File: config.mk
export PLATFORM = sky130hd
export DESIGN_NAME = pc_sequencer_flat
export DESIGN_NICKNAME = d
export VERILOG_FILES = /design/src/rtl/pc_seq_pkg.sv /design/src/rtl/pc_sequencer_if.sv /design/src/rtl/pc_redirect_buf.sv /design/src/rtl/pc_sequencer.sv /design/src/flat_wrapper.sv
export SDC_FILE = /design/constraint.sdc
export NUM_CORES = 1
export LEC_CHECK = 0
export ABC_AREA = 1
export CAP_MARGIN = 0
export CELL_PAD_IN_SITES_DETAIL_PLACEMENT = 1
export CELL_PAD_IN_SITES_GLOBAL_PLACEMENT = 1
export CORE_ASPECT_RATIO = 0.9
export CORE_MARGIN = 4
export CORE_UTILIZATION = 31
export DETAILED_ROUTE_END_ITERATION = 7
export PLACE_DENSITY_LB_ADDON = 0.1
export SKIP_CTS_REPAIR_TIMING = 1
export SLEW_MARGIN = 5
export SYNTH_ARGS = -nofsm -noshare
export SYNTH_HDL_FRONTEND = slang
export SYNTH_SLANG_ARGS = --single-unit
File: constraint.sdc
create_clock -name clk -period 1.7 [get_ports clk]
set_input_delay 0.34 -clock clk [delete_from_list [all_inputs] [get_ports clk]]
set_output_delay 0.34 -clock clk [all_outputs]
set_load 0.1 [all_outputs]
File: src/rtl/pc_seq_pkg.sv
// Shared types, default addresses and the fetch-address legality check for the PC sequencer.
package pc_seq_pkg;

  localparam logic [31:0] RESET_PC_DEFAULT   = 32'h0000_3000;
  localparam logic [31:0] EXC_PC_DEFAULT     = 32'h0000_4180;
  localparam logic [31:0] IMEM_BASE_DEFAULT  = 32'h0000_3000;
  localparam int unsigned IMEM_WORDS_DEFAULT = 4096;

  typedef enum logic {
    ST_RUN  = 1'b0,
    ST_HOLD = 1'b1
  } seq_state_e;

  // Numeric order doubles as redirect priority: eret beats br beats nothing.
  typedef enum logic [1:0] {
    SRC_NONE = 2'd0,
    SRC_BR   = 2'd1,
    SRC_ERET = 2'd2
  } pend_src_e;

  // Word-aligned and inside [base, base + 4*words); the limit is widened so it cannot wrap.
  function automatic logic pc_legal(input logic [31:0] pc,
                                    input logic [31:0] base,
                                    input logic [31:0] words);
    logic [33:0] limit;
    limit = {2'b00, base} + {words, 2'b00};
    return (pc[1:0] == 2'b00) && (pc >= base) && ({2'b00, pc} < limit);
  endfunction

endpackage

File: src/rtl/pc_sequencer_if.sv
// Redirect/stall inputs and fetch-PC outputs of the PC sequencer, bundled as one interface.
interface pc_sequencer_if;

  logic        stall_i;
  logic        br_valid_i;
  logic [31:0] br_target_i;
  logic        eret_valid_i;
  logic [31:0] epc_i;
  logic        exc_valid_i;
  logic [31:0] pc_o;
  logic        pc_valid_o;
  logic        addr_err_o;
  logic [31:0] fetch_cnt_o;

  // Driver side: hazard unit / D-stage / exception logic.
  modport master (
    output stall_i, br_valid_i, br_target_i, eret_valid_i, epc_i, exc_valid_i,
    input  pc_o, pc_valid_o, addr_err_o, fetch_cnt_o
  );

  // Sequencer side.
  modport slave (
    input  stall_i, br_valid_i, br_target_i, eret_valid_i, epc_i, exc_valid_i,
    output pc_o, pc_valid_o, addr_err_o, fetch_cnt_o
  );

endinterface

File: src/rtl/pc_redirect_buf.sv
// Single-entry buffer holding a redirect that arrived while fetch was stalled.
module pc_redirect_buf
  import pc_seq_pkg::*;
(
  input  logic        clk,
  input  logic        reset_n,
  input  logic        load_i,
  input  pend_src_e   load_src_i,
  input  logic [31:0] load_target_i,
  input  logic        clear_i,
  output logic        valid_o,
  output logic [31:0] target_o
);

  logic        valid_q, valid_d;
  pend_src_e   src_q, src_d;
  logic [31:0] target_q, target_d;
  logic        load_ok;

  // An empty buffer reads as SRC_NONE, so any real source wins the compare.
  assign load_ok = (load_src_i != SRC_NONE) && (load_src_i >= src_q);

  always_comb begin
    valid_d  = valid_q;
    src_d    = src_q;
    target_d = target_q;
    if (clear_i) begin
      valid_d = 1'b0;
      src_d   = SRC_NONE;
    end else if (load_i && load_ok) begin
      valid_d  = 1'b1;
      src_d    = load_src_i;
      target_d = load_target_i;
    end
  end

  always_ff @(posedge clk or negedge reset_n) begin
    if (!reset_n) begin
      valid_q  <= 1'b0;
      src_q    <= SRC_NONE;
      target_q <= 32'h0;
    end else begin
      valid_q  <= valid_d;
      src_q    <= src_d;
      target_q <= target_d;
    end
  end

  assign valid_o  = valid_q;
  assign target_o = target_q;

endmodule

File: src/rtl/pc_sequencer.sv
// Fetch program-counter controller: next-PC arbitration, stall hold and pending redirect.
// Build option PC_SEQ_TRACE_EN enables the saturating fetch_cnt_o advance counter.
module pc_sequencer
  import pc_seq_pkg::*;
#(
  parameter logic [31:0] RESET_PC   = RESET_PC_DEFAULT,
  parameter logic [31:0] EXC_PC     = EXC_PC_DEFAULT,
  parameter logic [31:0] IMEM_BASE  = IMEM_BASE_DEFAULT,
  parameter int unsigned IMEM_WORDS = IMEM_WORDS_DEFAULT
) (
  input  logic         clk,
  input  logic         reset_n,
  pc_sequencer_if.slave bus
);

  localparam logic [31:0] WORDS = 32'(IMEM_WORDS);

  seq_state_e  state_q, state_d;
  logic [31:0] pc_q, pc_d;
  logic        addr_err_q, addr_err_d;

  logic        pend_valid;
  logic [31:0] pend_target;
  logic        buf_load, buf_clear;
  pend_src_e   buf_load_src;
  logic [31:0] buf_load_target;

  logic        redir_valid;
  logic [31:0] redir_target;
  logic        redir_legal;

  pc_redirect_buf u_buf (
    .clk           (clk),
    .reset_n       (reset_n),
    .load_i        (buf_load),
    .load_src_i    (buf_load_src),
    .load_target_i (buf_load_target),
    .clear_i       (buf_clear),
    .valid_o       (pend_valid),
    .target_o      (pend_target)
  );

  // Redirect candidate for an unstalled cycle: eret > br > pending.
  always_comb begin
    redir_valid  = bus.eret_valid_i | bus.br_valid_i | pend_valid;
    redir_target = pend_target;
    if (bus.eret_valid_i) begin
      redir_target = bus.epc_i;
    end else if (bus.br_valid_i) begin
      redir_target = bus.br_target_i;
    end
    redir_legal = pc_legal(redir_target, IMEM_BASE, WORDS);
  end

  always_ff @(posedge clk or negedge reset_n) begin
    if (!reset_n) begin
      state_q    <= ST_RUN;
      pc_q       <= RESET_PC;
      addr_err_q <= 1'b0;
    end else begin
      state_q    <= state_d;
      pc_q       <= pc_d;
      addr_err_q <= addr_err_d;
    end
  end

  // HOLD persists while stalled; a stalled redirect in RUN enters it; exc always leaves it.
  always_comb begin
    state_d = ST_RUN;
    if (!bus.exc_valid_i && bus.stall_i &&
        (state_q == ST_HOLD || bus.eret_valid_i || bus.br_valid_i)) begin
      state_d = ST_HOLD;
    end
  end

  always_comb begin
    pc_d            = pc_q;
    addr_err_d      = 1'b0;
    buf_load        = 1'b0;
    buf_clear       = 1'b0;
    buf_load_src    = bus.eret_valid_i ? SRC_ERET : SRC_BR;
    buf_load_target = bus.eret_valid_i ? bus.epc_i : bus.br_target_i;
    if (bus.exc_valid_i) begin
      pc_d      = EXC_PC;
      buf_clear = 1'b1;
    end else if (!bus.stall_i) begin
      buf_clear = 1'b1;
      if (redir_valid) begin
        if (redir_legal) begin
          pc_d = redir_target;
        end else begin
          pc_d       = EXC_PC;
          addr_err_d = 1'b1;
        end
      end else begin
        pc_d = pc_q + 32'd4;
      end
    end else begin
      buf_load = bus.eret_valid_i | bus.br_valid_i;
    end
  end

  assign bus.pc_o       = pc_q;
  assign bus.pc_valid_o = pc_legal(pc_q, IMEM_BASE, WORDS);
  assign bus.addr_err_o = addr_err_q;

`ifdef PC_SEQ_TRACE_EN
  logic        advance;
  logic [31:0] fetch_cnt_q, fetch_cnt_d;

  // Every unstalled edge and every exception reloads pc_o.
  assign advance = bus.exc_valid_i | ~bus.stall_i;

  always_comb begin
    fetch_cnt_d = fetch_cnt_q;
    if (advance && fetch_cnt_q != 32'hFFFF_FFFF) begin
      fetch_cnt_d = fetch_cnt_q + 32'd1;
    end
  end

  always_ff @(posedge clk or negedge reset_n) begin
    if (!reset_n) begin
      fetch_cnt_q <= 32'h0;
    end else begin
      fetch_cnt_q <= fetch_cnt_d;
    end
  end

  assign bus.fetch_cnt_o = fetch_cnt_q;
`else
  assign bus.fetch_cnt_o = 32'h0;
`endif

endmodule
File: src/flat_wrapper.sv
// flat-port wrapper written by rule: the top's interface ports become plain ports
module pc_sequencer_flat import pc_seq_pkg::*;
#(
  parameter logic [31:0] RESET_PC   = RESET_PC_DEFAULT,
  parameter logic [31:0] EXC_PC     = EXC_PC_DEFAULT,
  parameter logic [31:0] IMEM_BASE  = IMEM_BASE_DEFAULT,
  parameter int unsigned IMEM_WORDS = IMEM_WORDS_DEFAULT
)
  (clk, reset_n, bus_stall_i, bus_br_valid_i, bus_br_target_i, bus_eret_valid_i, bus_epc_i, bus_exc_valid_i, bus_pc_o, bus_pc_valid_o, bus_addr_err_o, bus_fetch_cnt_o);
  pc_sequencer_if bus_i ();
  input  logic clk;
  input  logic reset_n;
  input wire logic [$bits(bus_i.stall_i)-1:0] bus_stall_i;
  input wire logic [$bits(bus_i.br_valid_i)-1:0] bus_br_valid_i;
  input wire logic [$bits(bus_i.br_target_i)-1:0] bus_br_target_i;
  input wire logic [$bits(bus_i.eret_valid_i)-1:0] bus_eret_valid_i;
  input wire logic [$bits(bus_i.epc_i)-1:0] bus_epc_i;
  input wire logic [$bits(bus_i.exc_valid_i)-1:0] bus_exc_valid_i;
  output wire logic [$bits(bus_i.pc_o)-1:0] bus_pc_o;
  output wire logic [$bits(bus_i.pc_valid_o)-1:0] bus_pc_valid_o;
  output wire logic [$bits(bus_i.addr_err_o)-1:0] bus_addr_err_o;
  output wire logic [$bits(bus_i.fetch_cnt_o)-1:0] bus_fetch_cnt_o;
  assign bus_i.stall_i = bus_stall_i;
  assign bus_i.br_valid_i = bus_br_valid_i;
  assign bus_i.br_target_i = bus_br_target_i;
  assign bus_i.eret_valid_i = bus_eret_valid_i;
  assign bus_i.epc_i = bus_epc_i;
  assign bus_i.exc_valid_i = bus_exc_valid_i;
  assign bus_pc_o = bus_i.pc_o;
  assign bus_pc_valid_o = bus_i.pc_valid_o;
  assign bus_addr_err_o = bus_i.addr_err_o;
  assign bus_fetch_cnt_o = bus_i.fetch_cnt_o;
  pc_sequencer #(.RESET_PC(RESET_PC), .EXC_PC(EXC_PC), .IMEM_BASE(IMEM_BASE), .IMEM_WORDS(IMEM_WORDS)) u_core (.clk(clk), .reset_n(reset_n), .bus(bus_i));
endmodule
Yosys cells after proc, flatten, opt, wreduce, memory -nomap -nowiden. Cells that the tools add are included.

Muxes and demuxes: 20. Add/sub/neg operators: 1. Reductions and logical operators: 11. Order comparisons: 5. Bitwise operators: 3. Equal/unequal tests: 1.

Operator list (number): $mux W32 (7); $ge A32 B14 Y1 const B (2); $lt A32 B15 Y1 const B (2); $add A32 B3 Y32 const B (1); $mux W1 (10); $logic_and A1 B1 Y1 (6); $mux W2 (3); $logic_not A2 Y1 (2); $reduce_bool A2 Y1 (2); $ge A2 B2 Y1 (1); $ne A2 B1 Y1 const B (1); $or A1 B1 Y1 (2); $reduce_and A2 Y1 (1); $not A1 Y1 (1).

Bits of input ports: 70. Register bits after elaboration: 68. Word-level logic and storage cells: 46. Output and inout bits: 66.

Logic depth before layout (Yosys ltp). Gate-level depths: netlist of run 1.

Word-level depth: 9. Gate-level depth with buffers: 15. Depth with buffers taken out: 13.

Hierarchy. From an unflattened synthesis of run 1, not the netlist that was laid out.

Cells, all modules: 771. Area, all modules: 5161.2 µm².

By module, submodules not included: pc_sequencer (area an instance 3616.0 µm², instances 1, cells each 605, seq. area each 828.3 µm²); pc_redirect_buf (area an instance 1545.2 µm², instances 1, cells each 166, seq. area each 875.8 µm²).

Worst setup path after synthesis of run 1. OpenSTA, ideal clock, no wires.

Path type: register -> output. From: reg u_core.pc_q[21], in the netlist u_core.bus.pc_o[21]. To: out bus_pc_valid_o. Stages on the path, launching flop included: 4. Setup slack: -2131 ps. Data required time: 1360 ps. Path buffers: 0. Data arrival time: 3491 ps. Cell sequence: dfrtp_1 -> nor4_1 -> nand4_1 -> a211oi_1.

Cells in the longest elaborated chain, start to end: 3. Elaborated cells between the ends (all ways): 4.

Ends and longest elaborated chain: start: declaration (line pc_sequencer.sv:19) `logic [31:0] pc_q, pc_d;`; start signal: assignment (line pc_sequencer.sv:62) `pc_q <= pc_d;`; $ge A32 B14 Y1 (line pc_seq_pkg.sv:27) `return (pc[1:0] == 2'b00) && (pc >= base) && ({2'b00, pc} < limit);`; $logic_and A1 B1 Y1 (line pc_seq_pkg.sv:27); $logic_and A1 B1 Y1 (*) (line pc_seq_pkg.sv:27); end: declaration (line flat_wrapper.sv:20) `output wire logic [$bits(bus_i.pc_valid_o)-1:0] bus_pc_valid_o;`.

Every way passes the cells marked *; elsewhere a longest branch is shown, timed or not.

Worst setup path in the final report of run 1.
From: reg u_core.pc_q[20], in the netlist u_core.bus.pc_o[20]. To: out bus_pc_valid_o.

Same word-level chain as after synthesis.

==> results of run 1 <==
power groups by stage:
stage / logic [mW] / registers [mW] / clock network [mW]
after detailed placement: 1.62 / 1.94 / 0
after global placement: 1.59 / 1.93 / 0
final: 1.87 / 1.96 / 1.83
after floorplan: 0.910 / 2.05 / 0
after CTS: 1.63 / 1.91 / 1.85
after global routing: 1.99 / 1.98 / 1.93
cells by family after synthesis:
| logic type | synth area share, % |
|---|---|
| AO/OA/AOI/OAI | 13.0 |
| buffers and inverters | 15.4 |
| other | 0.0782 |
| flip-flops | 35.5 |
| adder cells (fa/ha/maj) | 1.04 |
| AND/OR/NAND/NOR | 34.1 |
| XOR/XNOR | 0.913 |
state kept, by name, summed over array words and instances, names as in the netlist:
name                   count
u_core.bus.addr_err_o      1
u_core.bus.pc_o           32
u_core.u_buf.valid_o       1
u_core.u_buf.target_o     32
u_core.u_buf.src_q         2
worst max-delay path, delay by kind of cell, from the launching register on:
family	cells	cell delay, ns
flops	1	0.48
simple gates	2	0.43
buf+inv	2	0.37
compound gates	1	0.26
per-stage QoR:
step	hold slack, ns	cells	cell area, um2	setup slack, ns	utilization (%)
floorplan	0.0444	727	5100	-0.621	-
global route	0.0440	1126	8500	-0.639	57.0
global placement	0.400	1088	7340	-0.596	49.2
CTS	0.0221	1104	7620	-0.709	51.1
finish	0.00706	1126	8500	-0.535	57.0
detailed placement	0.398	1088	7340	-0.651	49.2
layout make-up:
cell class,instances,area [um2]
well taps,198,248
flip-flops and latches,68,1790
fillers,1763,6420
repair buffers,247,2780
multi-input cells,517,3080
clock buffers,13,260
inverters,80,318
clock inverters,3,21.3
layer usage:
layer	up-vias	global-route usage (%)
met3	23	4.47
met4	0	6.39
met2	170	33.7
met1	2809	30.6
li1	2666	-
met5	-	0
worst max path at each step:
stage                                   start                   to
final                     u_core.bus.pc_o[20]       bus_pc_valid_o
after global routing      u_core.bus.pc_o[20]       bus_pc_valid_o
after CTS                 u_core.bus.pc_o[20]       bus_pc_valid_o
after detailed placement     bus_eret_valid_i  u_core.bus.pc_o[10]
after global placement       bus_eret_valid_i  u_core.bus.pc_o[10]
after floorplan           u_core.bus.pc_o[20]       bus_pc_valid_o
cell usage in the layout (no fill, tap or decap), types with 5 or more instances in the layout:
master                            netlist  layout
sky130_fd_sc_hd__nand2_1              208     178
sky130_fd_sc_hd__buf_4                 32     115
sky130_fd_sc_hd__inv_1                 77      70
sky130_fd_sc_hd__clkdlybuf4s50_1        0      57
sky130_fd_sc_hd__buf_12                 0      50
sky130_fd_sc_hd__dfrtp_1               66      39
sky130_fd_sc_hd__conb_1                 1      32
sky130_fd_sc_hd__nor2_1                70      31
sky130_fd_sc_hd__nand3_1               50      31
sky130_fd_sc_hd__nor2_4                 4      26
sky130_fd_sc_hd__o21ai_1                4      22
sky130_fd_sc_hd__nand2_2                0      22
sky130_fd_sc_hd__a31oi_1               21      21
sky130_fd_sc_hd__nor2_2                 2      19
sky130_fd_sc_hd__dfrtp_4                0      19
sky130_fd_sc_hd__nand3_2                5      18
sky130_fd_sc_hd__nand4_1               17      17
sky130_fd_sc_hd__clkbuf_16              0      14
sky130_fd_sc_hd__a21oi_1               18      13
sky130_fd_sc_hd__o21ai_0               33      12
sky130_fd_sc_hd__dlymetal6s2s_1         0       9
sky130_fd_sc_hd__buf_6                  9       9
sky130_fd_sc_hd__nand2_4                1       8
sky130_fd_sc_hd__o211ai_1               8       8
sky130_fd_sc_hd__o221ai_1               9       8
sky130_fd_sc_hd__dfrtp_2                0       8
sky130_fd_sc_hd__nand3_4                0       6
sky130_fd_sc_hd__inv_2                  2       5
sky130_fd_sc_hd__a21oi_2                0       5
==> flow_summary.rst, run 1 <==
.. list-table::
   :header-rows: 1

   * - Metric
     - Value
   * - Status
     - finished with violations
   * - Violated checks
     - negative setup slack
   * - FF+latch count, synth
     - between 60 and 70
   * - Wire length of the first global-routing pass
     - 30,800 um
   * - Final Critical Period
     - approximately 2.2 ns
   * - Crit path kind
     - register to output pin
   * - Final TNS setup
     - -2.85 ns
   * - Nets
     - roughly 1,000
   * - Most instantiated cells after synthesis
     - sky130_fd_sc_hd__nand2_1 (208), sky130_fd_sc_hd__inv_1 (77), sky130_fd_sc_hd__nor2_1 (70)
   * - Slowest cell on the critical path
     - sky130_fd_sc_hd__dfrtp_4
   * - Largest stage delay on the critical path
     - about 0.48 ns
   * - Worst reg2reg path endpoint
     - u_core.bus.pc_o[26]
   * - Synth async-reset ratio
     - 100%
   * - Max-slew violation total from the final report
     - 0
   * - Worst setup skew after layout
     - approximately 0.007 ns
   * - Post-Syn Area per Cell
     - 6.89 um2
   * - Vias in the first global route
     - 5,933
   * - Average wire per standard cell
     - about 19 um
   * - Setup repair after global routing missed its margin
     - true
   * - R2r startpoint
     - u_core.bus.pc_o[12]
   * - Number of buffers inserted during clock tree synthesis
     - 9
   * - Transition time at the pin with the least slew margin
     - roughly 0.63 ns
   * - Top-level port count
     - approximately 140
   * - Leakage
     - between 3 and 4 nW
   * - Area overhead of the layout relative to synthesis
     - 77.2%
   * - Post-route met1 wirelength
     - between 9000 and 10,000 um
   * - Clock Power Share
     - between 30% and 40%
   * - Post-layout worst setup margin
     - -0.535 ns
   * - Net Sw Power
     - just over 2 mW
   * - Power per standard cell area
     - 667 nW/um2
   * - Initial detailed-routing violation count
     - 287
   * - Fraction of layout cells with a size suffix above 1
     - 38.3%
   * - Proportion of netlist area held by the largest area contributor
     - approximately a third
   * - Worst hold path class
     - input pin to asynchronous set/reset pin
   * - Total clock sinks
     - 68
   * - Biggest area contributors in the synthesized netlist
     - sky130_fd_sc_hd__dfrtp_1 (34%), sky130_fd_sc_hd__nand2_1 (16%), sky130_fd_sc_hd__inv_1 (6.0%), sky130_fd_sc_hd__nor2_1 (5.5%), sky130_fd_sc_hd__nand3_1 (5.2%)
   * - Highest layer used for signal routing
     - met4
   * - Most used standard cell by instance count after synthesis
     - sky130_fd_sc_hd__nand2_1
   * - Number of flops mapped to enable cells by yosys
     - 0
   * - Endpoint required time on the critical path
     - between 1 and 1.5 ns
   * - Max_cap viols
     - 0
   * - Clock latency on the worst-skew pair
     - 0.36 ns
   * - Nature of the critical path startpoint
     - register
   * - Met3 Routed Length
     - approximately 980 um
   * - Tightest slew margin relative to the limit
     - about three fifths
   * - Internal cell power
     - ~3.6 mW
   * - Detailed Route WL
     - 21,000 um
   * - Hold violation count in the final report
     - 0
   * - Core Box Area
     - between 10,000 and 15,000 um2
   * - Share of synthesized area occupied by flip-flops and latches
     - between 30 and 40%
   * - FF-to-FF path depth
     - 12
   * - Master cell of the clock root buffer
     - sky130_fd_sc_hd__clkbuf_16
   * - Netlist cell types
     - 39
   * - Initial core utilization
     - approximately 32%
   * - Sequential fraction of design power
     - 34.6%
   * - Clock tree buffer depth
     - 2
   * - Total gr overflow
     - 0
   * - Synthesis Warnings
     - 0
   * - Total power after layout
     - about 5.7 mW
   * - Count of vias placed by the detailed router
     - ~5,700
   * - Endpoint arrival time on the critical path
     - around 1.9 ns
   * - Per-cell via count in the routed design
     - ~5
   * - Maximum number of pins on one net before global-route repair
     - 69
   * - Post-detail-place hpwl
     - approximately 14,000 um
   * - DR WL met2
     - a little over 10,000 um
   * - Setup slack on the worst flop-to-flop path
     - -0.12 ns
   * - Remaining antenna violation count after routing
     - 0
   * - Routability congestion estimate
     - around 0.88
   * - Ys flop type
     - sky130_fd_sc_hd__dfrtp_1
   * - Number of buffers added on ports
     - slightly above 100
   * - Die Ht
     - 126 um
   * - Highest fanout seen on the critical path
     - 2
   * - Die Footprint
     - ~18,000 um2
   * - Period Utilization, post-route
     - 131%
   * - Number of rows in the core area
     - 42
   * - TritonCTS clock tree
     - built
   * - Crit. End Element
     - output pin
   * - Sequence of cells on the critical path
     - nor4_4, buf_4, nand4_1, a211oi_4, buf_12
   * - Die width
     - around 140 um
   * - Netlist area before placement
     - 4800 um2
   * - Count of H-tree levels built during CTS
     - 3
   * - Overall Global Routing Usage
     - 21.7%
   * - Number of antenna repair diodes
     - 0
   * - Switching Share
     - 36.4%
   * - Largest area contributor in the netlist
     - sky130_fd_sc_hd__dfrtp_1
   * - Initial antenna violation count
     - 0
   * - Peak supply drop
     - 0.529 mV
   * - Clock-pin slew reported for the worst setup and hold paths after clock tree synthesis
     - approximately 0.06 ns
   * - Final setup violation count
     - 37
   * - Total DRC errors in the routed layout
     - 0
   * - 1st-pass router iterations
     - 4
   * - Count of mapped cells out of synthesis
     - between 600 and 700
   * - Max Fclk
     - between 400 and 500 MHz
   * - Logic pwr share
     - 33.0%
No activity file was read; power rests on OpenSTA's default activity.
==> run 2, diff against run 1 <==
Settings changed: CORE_ASPECT_RATIO 0.9 to not set, CTS_CLUSTER_DIAMETER set to 30.
==> run 2 against run 1 <==
Compared with the run above:
- the run still ends with negative setup slack left
- hold slack improved by 0.29 ns
- critical path depth unchanged
- sequential power hardly changed
- clock skew increased by 0.00082 ns
- clock power grew 15%
- fmax is 0.74% lower
- register-to-register slack lost 0.08 ns
- sequential share of layout area down 0.45 points
- sequential cell count stayed put
- global-route usage decreased by 1.6 points
- critical path type unchanged
- largest cell class unchanged
==> flow_summary.rst, run 2 (synthesized netlist as in run 1, its figures left out) <==
.. list-table::
   :header-rows: 1

   * - Metric
     - Value
   * - Status
     - finished with violations
   * - Violated checks
     - negative setup slack
   * - Wire length of the first global-routing pass
     - 28,800 um
   * - Sequential fraction of design power
     - about a third
   * - Total gr overflow
     - 0
   * - Vias in the first global route
     - roughly 5,700
   * - Number of buffers added on ports
     - 103
   * - Endpoint arrival time on the critical path
     - 1.91 ns
   * - Clock Power Share
     - a little over a third
   * - Internal cell power
     - between 3 and 4 mW
   * - Endpoint required time on the critical path
     - between 1 and 1.5 ns
   * - Nets
     - between 1,000 and 1,500
   * - Initial detailed-routing violation count
     - 258
   * - Core Box Area
     - around 15,000 um2
   * - TritonCTS clock tree
     - built
   * - Die Ht
     - ~130 um
   * - Number of buffers inserted during clock tree synthesis
     - 9
   * - Nature of the critical path startpoint
     - register
   * - Top-level port count
     - ~140
   * - Slowest cell on the critical path
     - sky130_fd_sc_hd__dfrtp_4
   * - Final setup violation count
     - just under 50
   * - Number of rows in the core area
     - between 40 and 50
   * - Worst-case hold slack
     - around 0.29 ns
   * - Final non-filler cell total
     - 1,126
   * - Total power after layout
     - slightly below 6 mW
   * - Logic pwr share
     - a little under a third
   * - Area overhead of the layout relative to synthesis
     - 81.1%
   * - Per-cell via count in the routed design
     - around 5.0
   * - Crit. End Element
     - output pin
   * - Worst hold path class
     - input pin to register
   * - Clock tree buffer depth
     - 2
   * - Crit path kind
     - register to output pin
   * - Maximum number of pins on one net before global-route repair
     - 44
   * - Number of antenna repair diodes
     - 0
   * - Final TNS setup
     - -2.27 ns
   * - Initial core utilization
     - between 30% and 40%
   * - Power per standard cell area
     - between 600 and 700 nW/um2
   * - Post-detail-place hpwl
     - between 10,000 and 15,000 um
   * - Die width
     - 132 um
   * - Largest stage delay on the critical path
     - about 0.48 ns
   * - Period Utilization, post-route
     - 132%
   * - Cell count after placement
     - around 1,100
   * - Max Fclk
     - roughly 440 MHz
   * - Peak supply drop
     - 0.504 mV
   * - Total DRC errors in the routed layout
     - 0
   * - Switching Share
     - 34.9%
   * - Die Footprint
     - about 18,000 um2
   * - Clock latency on the worst-skew pair
     - between 0.3 and 0.4 ns
   * - Routability congestion estimate
     - 0.840
   * - Post-layout worst setup margin
     - -0.552 ns
   * - Highest fanout seen on the critical path
     - 2
   * - Finished Cell Area
     - 8680 um2
   * - Most frequent cells in the layout
     - sky130_fd_sc_hd__nand2_1 (168), sky130_fd_sc_hd__buf_4 (114), sky130_fd_sc_hd__inv_1 (69)
   * - Setup repair after global routing missed its margin
     - true
   * - Count of vias placed by the detailed router
     - 5,645
   * - Max_cap viols
     - 0
   * - Final Critical Period
     - 2.25 ns
   * - Average wire per standard cell
     - about 18 um
   * - Post-Place Cell Area
     - just over 7000 um2
   * - Master cell of the clock root buffer
     - sky130_fd_sc_hd__clkbuf_16
   * - Clock-pin slew reported for the worst setup and hold paths after clock tree synthesis
     - ~0.06 ns
   * - Initial antenna violation count
     - 0
   * - 1st-pass router iterations
     - 4
   * - Remaining antenna violation count after routing
     - 0
   * - Sequence of cells on the critical path
     - nor4_2, buf_4, nand4_1, a211oi_4, buf_12
   * - Count of H-tree levels built during CTS
     - 3
   * - Overall Global Routing Usage
     - about a fifth
   * - Total clock sinks
     - between 60 and 70
   * - Max-slew violation total from the final report
     - 0
   * - Hold violation count in the final report
     - 0
   * - Fraction of layout cells with a size suffix above 1
     - between 30% and 40%
   * - Detailed Route WL
     - between 20,000 and 25,000 um
   * - Leakage
     - 4.01 nW
   * - Net Sw Power
     - a little over 2 mW
   * - Worst setup skew after layout
     - roughly 0.0077 ns
   * - Most common cell after layout, fill and taps aside
     - sky130_fd_sc_hd__nand2_1
==> run 2: cell types whose count changed in the layout (fill, tap and decap cells not counted), moves of 6 or more <==
cell,change
sky130_fd_sc_hd__o221ai_2,+8
sky130_fd_sc_hd__nor2_2,-11
sky130_fd_sc_hd__nor2_4,-8
sky130_fd_sc_hd__buf_12,-6
sky130_fd_sc_hd__nor2_1,+20
sky130_fd_sc_hd__nand2_2,+7
sky130_fd_sc_hd__nand2_1,-10
sky130_fd_sc_hd__o221ai_1,-8
sky130_fd_sc_hd__buf_6,+10
==> run 2: area by class of cell <==
cell class,instances,area [um2]
Clock inverter,5,75.1
Inverter,80,320
Tap cell,188,235
Fill cell,1818,6520
Sequential cell,68,1790
Timing Repair Buffer,255,2860
Multi-Input combinational cell,519,3160
Clock buffer,11,243
==> run 2: critical path, delay by kind of cell (launching register included) <==
kind | cells | cell delay (ns)
flops | 1 | 0.48
simple gates | 2 | 0.45
buf+inv | 2 | 0.37
compound gates | 1 | 0.26
==> run 2: power groups by stage <==
stage	clock, mW	combinational [mW]	sequential [mW]
after floorplan	0	0.910	2.05
after global placement	0	1.56	1.93
after detailed placement	0	1.59	1.94
after CTS	2.11	1.60	1.91
after global routing	2.22	1.98	1.96
final	2.10	1.85	1.94
==> run 2: path summary, 6_finish.rpt <==
check | from | endpoint | slack, ns | cells past startpoint
max | u_core.bus.pc_o[20] | bus_pc_valid_o | -0.55 | 5
min in group asynchronous | reset_n | u_core.u_buf.target_o[17] | 0.51 | 3
max reg2reg | u_core.bus.pc_o[3] | u_core.bus.pc_o[18] | -0.20 | 11
min | bus_epc_i[18] | u_core.u_buf.target_o[18] | 0.29 | 3
min reg2reg | u_core.u_buf.target_o[8] | u_core.u_buf.target_o[8] | 0.50 | 2
max in group asynchronous | reset_n | u_core.bus.pc_o[9] | 0.87 | 3
==> run 2: per-stage QoR <==
step / setup slack (ns) / util [%]
after detailed placement: -0.745 / 47.5
after CTS: -0.688 / 49.6
after global placement: -0.695 / 47.5
after floorplan: -0.621 / -
final: -0.552 / 57.1
after global routing: -0.650 / 57.1
==> run 2: metal layers <==
| metal | GRT usage, % | routed length, um |
|---|---|---|
| met5 | 0 | 0 |
| met4 | 5.54 | 320 |
| met3 | 3.44 | 851 |
| met2 | 34.2 | 10600 |
| met1 | 26.4 | 8910 |
==> run 3, diff against run 2 <==
Settings changed: REMOVE_ABC_BUFFERS set to 1.
==> run 3 against run 2 <==
Compared with the run above:
- the run still ends with negative setup slack left
- first-iteration DRC count is 17% higher
- worst setup slack gained 0.056 ns
- clock skew is 0.0041 ns higher
- critical path type unchanged
- largest power group unchanged
==> flow_summary.rst, run 3 (synthesized netlist as in run 1, its figures left out) <==
.. list-table::
   :header-rows: 1

   * - Metric
     - Value
   * - Status
     - finished with violations
   * - Violated checks
     - negative setup slack
   * - Die width
     - roughly 130 um
   * - Wire length of the first global-routing pass
     - roughly 29,000 um
   * - 1st-pass router iterations
     - 4
   * - Max-slew violation total from the final report
     - 0
   * - Area overhead of the layout relative to synthesis
     - 77.3%
   * - Initial antenna violation count
     - 0
   * - Finished Cell Area
     - 8500 um2
   * - Final standard cell utilization of the core
     - about 56%
   * - Period Utilization, post-route
     - 129%
   * - Total clock sinks
     - between 60 and 70
   * - Switching Share
     - 35.7%
   * - Overall Global Routing Usage
     - about a fifth
   * - Remaining antenna violation count after routing
     - 0
   * - Most frequent cell on the critical path
     - sky130_fd_sc_hd__buf_4
   * - Nets
     - about 1,000
   * - Power per standard cell area
     - 701 nW/um2
   * - Sequential fraction of design power
     - about a third
   * - Clock latency on the worst-skew pair
     - between 0.3 and 0.4 ns
   * - Number of buffers inserted during clock tree synthesis
     - 9
   * - Clock-pin slew reported for the worst setup and hold paths after clock tree synthesis
     - about 0.06 ns
   * - Clock Power Share
     - between 30% and 40%
   * - Maximum number of pins on one net before global-route repair
     - 27
   * - Max Fclk
     - between 400 and 500 MHz
   * - Detailed Route WL
     - around 20,000 um
   * - Leakage
     - a little under 4 nW
   * - Nature of the critical path startpoint
     - register
   * - TritonCTS clock tree
     - built
   * - Peak supply drop
     - about 0.45 mV
   * - Initial core utilization
     - a little under a third
   * - Highest fanout seen on the critical path
     - 2
   * - Initial detailed-routing violation count
     - ~300
   * - Endpoint required time on the critical path
     - between 1 and 1.5 ns
   * - Core Box Area
     - approximately 15,000 um2
   * - Master cell of the clock root buffer
     - sky130_fd_sc_hd__clkbuf_16
   * - Number of antenna repair diodes
     - 0
   * - Top-level port count
     - between 100 and 150
   * - Slowest cell on the critical path
     - sky130_fd_sc_hd__dfrtp_1
   * - Fraction of layout cells with a size suffix above 1
     - a little under two fifths
   * - Endpoint arrival time on the critical path
     - 1.86 ns
   * - Clock tree buffer depth
     - 2
   * - Post-detail-place hpwl
     - 13,800 um
   * - Worst setup skew after layout
     - 0.0117 ns
   * - Most frequent cells in the layout
     - sky130_fd_sc_hd__nand2_1 (173), sky130_fd_sc_hd__buf_4 (118), sky130_fd_sc_hd__inv_1 (72)
   * - Worst hold path cell count
     - 3
   * - Count of vias placed by the detailed router
     - between 5,000 and 6,000
   * - Transition time at the pin with the least slew margin
     - around 0.6 ns
   * - Post-Place Cell Area
     - 6990 um2
   * - Die Ht
     - 132 um
   * - Count of H-tree levels built during CTS
     - 3
   * - Average wire per standard cell
     - ~18 um
   * - Vias in the first global route
     - between 5,000 and 6,000
   * - Internal cell power
     - 3.83 mW
   * - Post-layout worst setup margin
     - -0.497 ns
   * - FF-to-FF path depth
     - 10
   * - Number of rows in the core area
     - 45
   * - Hold violation count in the final report
     - 0
   * - Crit. End Element
     - output pin
   * - Instance count on the critical path
     - 6
   * - Max_cap viols
     - 0
   * - Logic pwr share
     - approximately 32%
   * - Crit path kind
     - register to output pin
   * - Final setup violation count
     - 34
   * - Tightest slew margin relative to the limit
     - between 60% and 70%
   * - Total gr overflow
     - 0
   * - Number of buffers added on ports
     - around 100
   * - Most common cell after layout, fill and taps aside
     - sky130_fd_sc_hd__nand2_1
   * - Final Critical Period
     - ~2.2 ns
   * - Number of buffers and inverters on the critical path
     - 3
   * - Worst hold path class
     - input pin to register
   * - Setup repair after global routing missed its margin
     - true
   * - Routability congestion estimate
     - between 0.8 and 0.9
   * - Largest stage delay on the critical path
     - 0.39 ns
   * - Net Sw Power
     - between 2 and 2.5 mW
   * - Total DRC errors in the routed layout
     - 0
   * - Per-cell via count in the routed design
     - ~5
   * - Sequence of cells on the critical path
     - nor4_2, buf_4, nand4_1, a211oi_2, buf_4, buf_12
   * - Die Footprint
     - around 18,000 um2
   * - Final TNS setup
     - -2.31 ns
   * - Family with the most delay on the worst path
     - simple AND/OR/NAND/NOR gates
   * - Worst slack at placement
     - -0.588 ns
-- run 3: path summary, 6_finish.rpt --
check | startpoint | to | slack, ns
worst max-delay path | u_core.bus.pc_o[20] | bus_pc_valid_o | -0.50
worst min-delay path | bus_epc_i[18] | u_core.u_buf.target_o[18] | 0.30
worst max register to register | u_core.bus.pc_o[2] | u_core.bus.pc_o[30] | -0.21
worst min register to register | u_core.u_buf.target_o[7] | u_core.u_buf.target_o[7] | 0.50
max in group asynchronous | reset_n | u_core.bus.pc_o[12] | 0.59
min in group asynchronous | reset_n | u_core.bus.pc_o[31] | 0.51
-- run 3: metrics by stage --
stage	hold WS (ns)	cells	power [mW]
after floorplan	0.0444	665	2.82
after global placement	0.348	1070	3.45
after detailed placement	0.351	1070	3.51
after CTS	-0.0194	1086	5.59
after global routing	0.322	1121	6.21
final	0.303	1121	5.96
-- run 3: tightest hold or removal path, stage by stage --
cell and delay [ns]:
sky130_fd_sc_hd__dlymetal6s2s_1 0.12, sky130_fd_sc_hd__nand2_1 0.08, sky130_fd_sc_hd__a31oi_1 0.07
-- run 3: layout make-up --
cell class / instances / area, um2
clock buffers: 9 / 225
clock inverters: 7 / 91.3
fillers: 1827 / 6700
inverters: 80 / 308
multi-input cells: 519 / 3200
flip-flops and latches: 68 / 1700
well taps: 188 / 235
repair buffers: 250 / 2740
-- run 3: power by group through the flow --
stage | combinational, mW | clock, mW | sequential [mW]
final | 1.93 | 2.07 | 1.96
after global routing | 2.05 | 2.18 | 1.98
after CTS | 1.58 | 2.10 | 1.90
after detailed placement | 1.58 | 0 | 1.93
after global placement | 1.54 | 0 | 1.92
after floorplan | 0.789 | 0 | 2.03
-- run 3: per-layer routing --
layer | part of all wire [%] | global-route usage, % | routed length [um]
met2 | 53 | 36.8 | 10600
met5 | 0 | 0 | 0
met4 | 2.6 | 6.52 | 515
met3 | 3.5 | 3.28 | 710
met1 | 41 | 24.4 | 8310
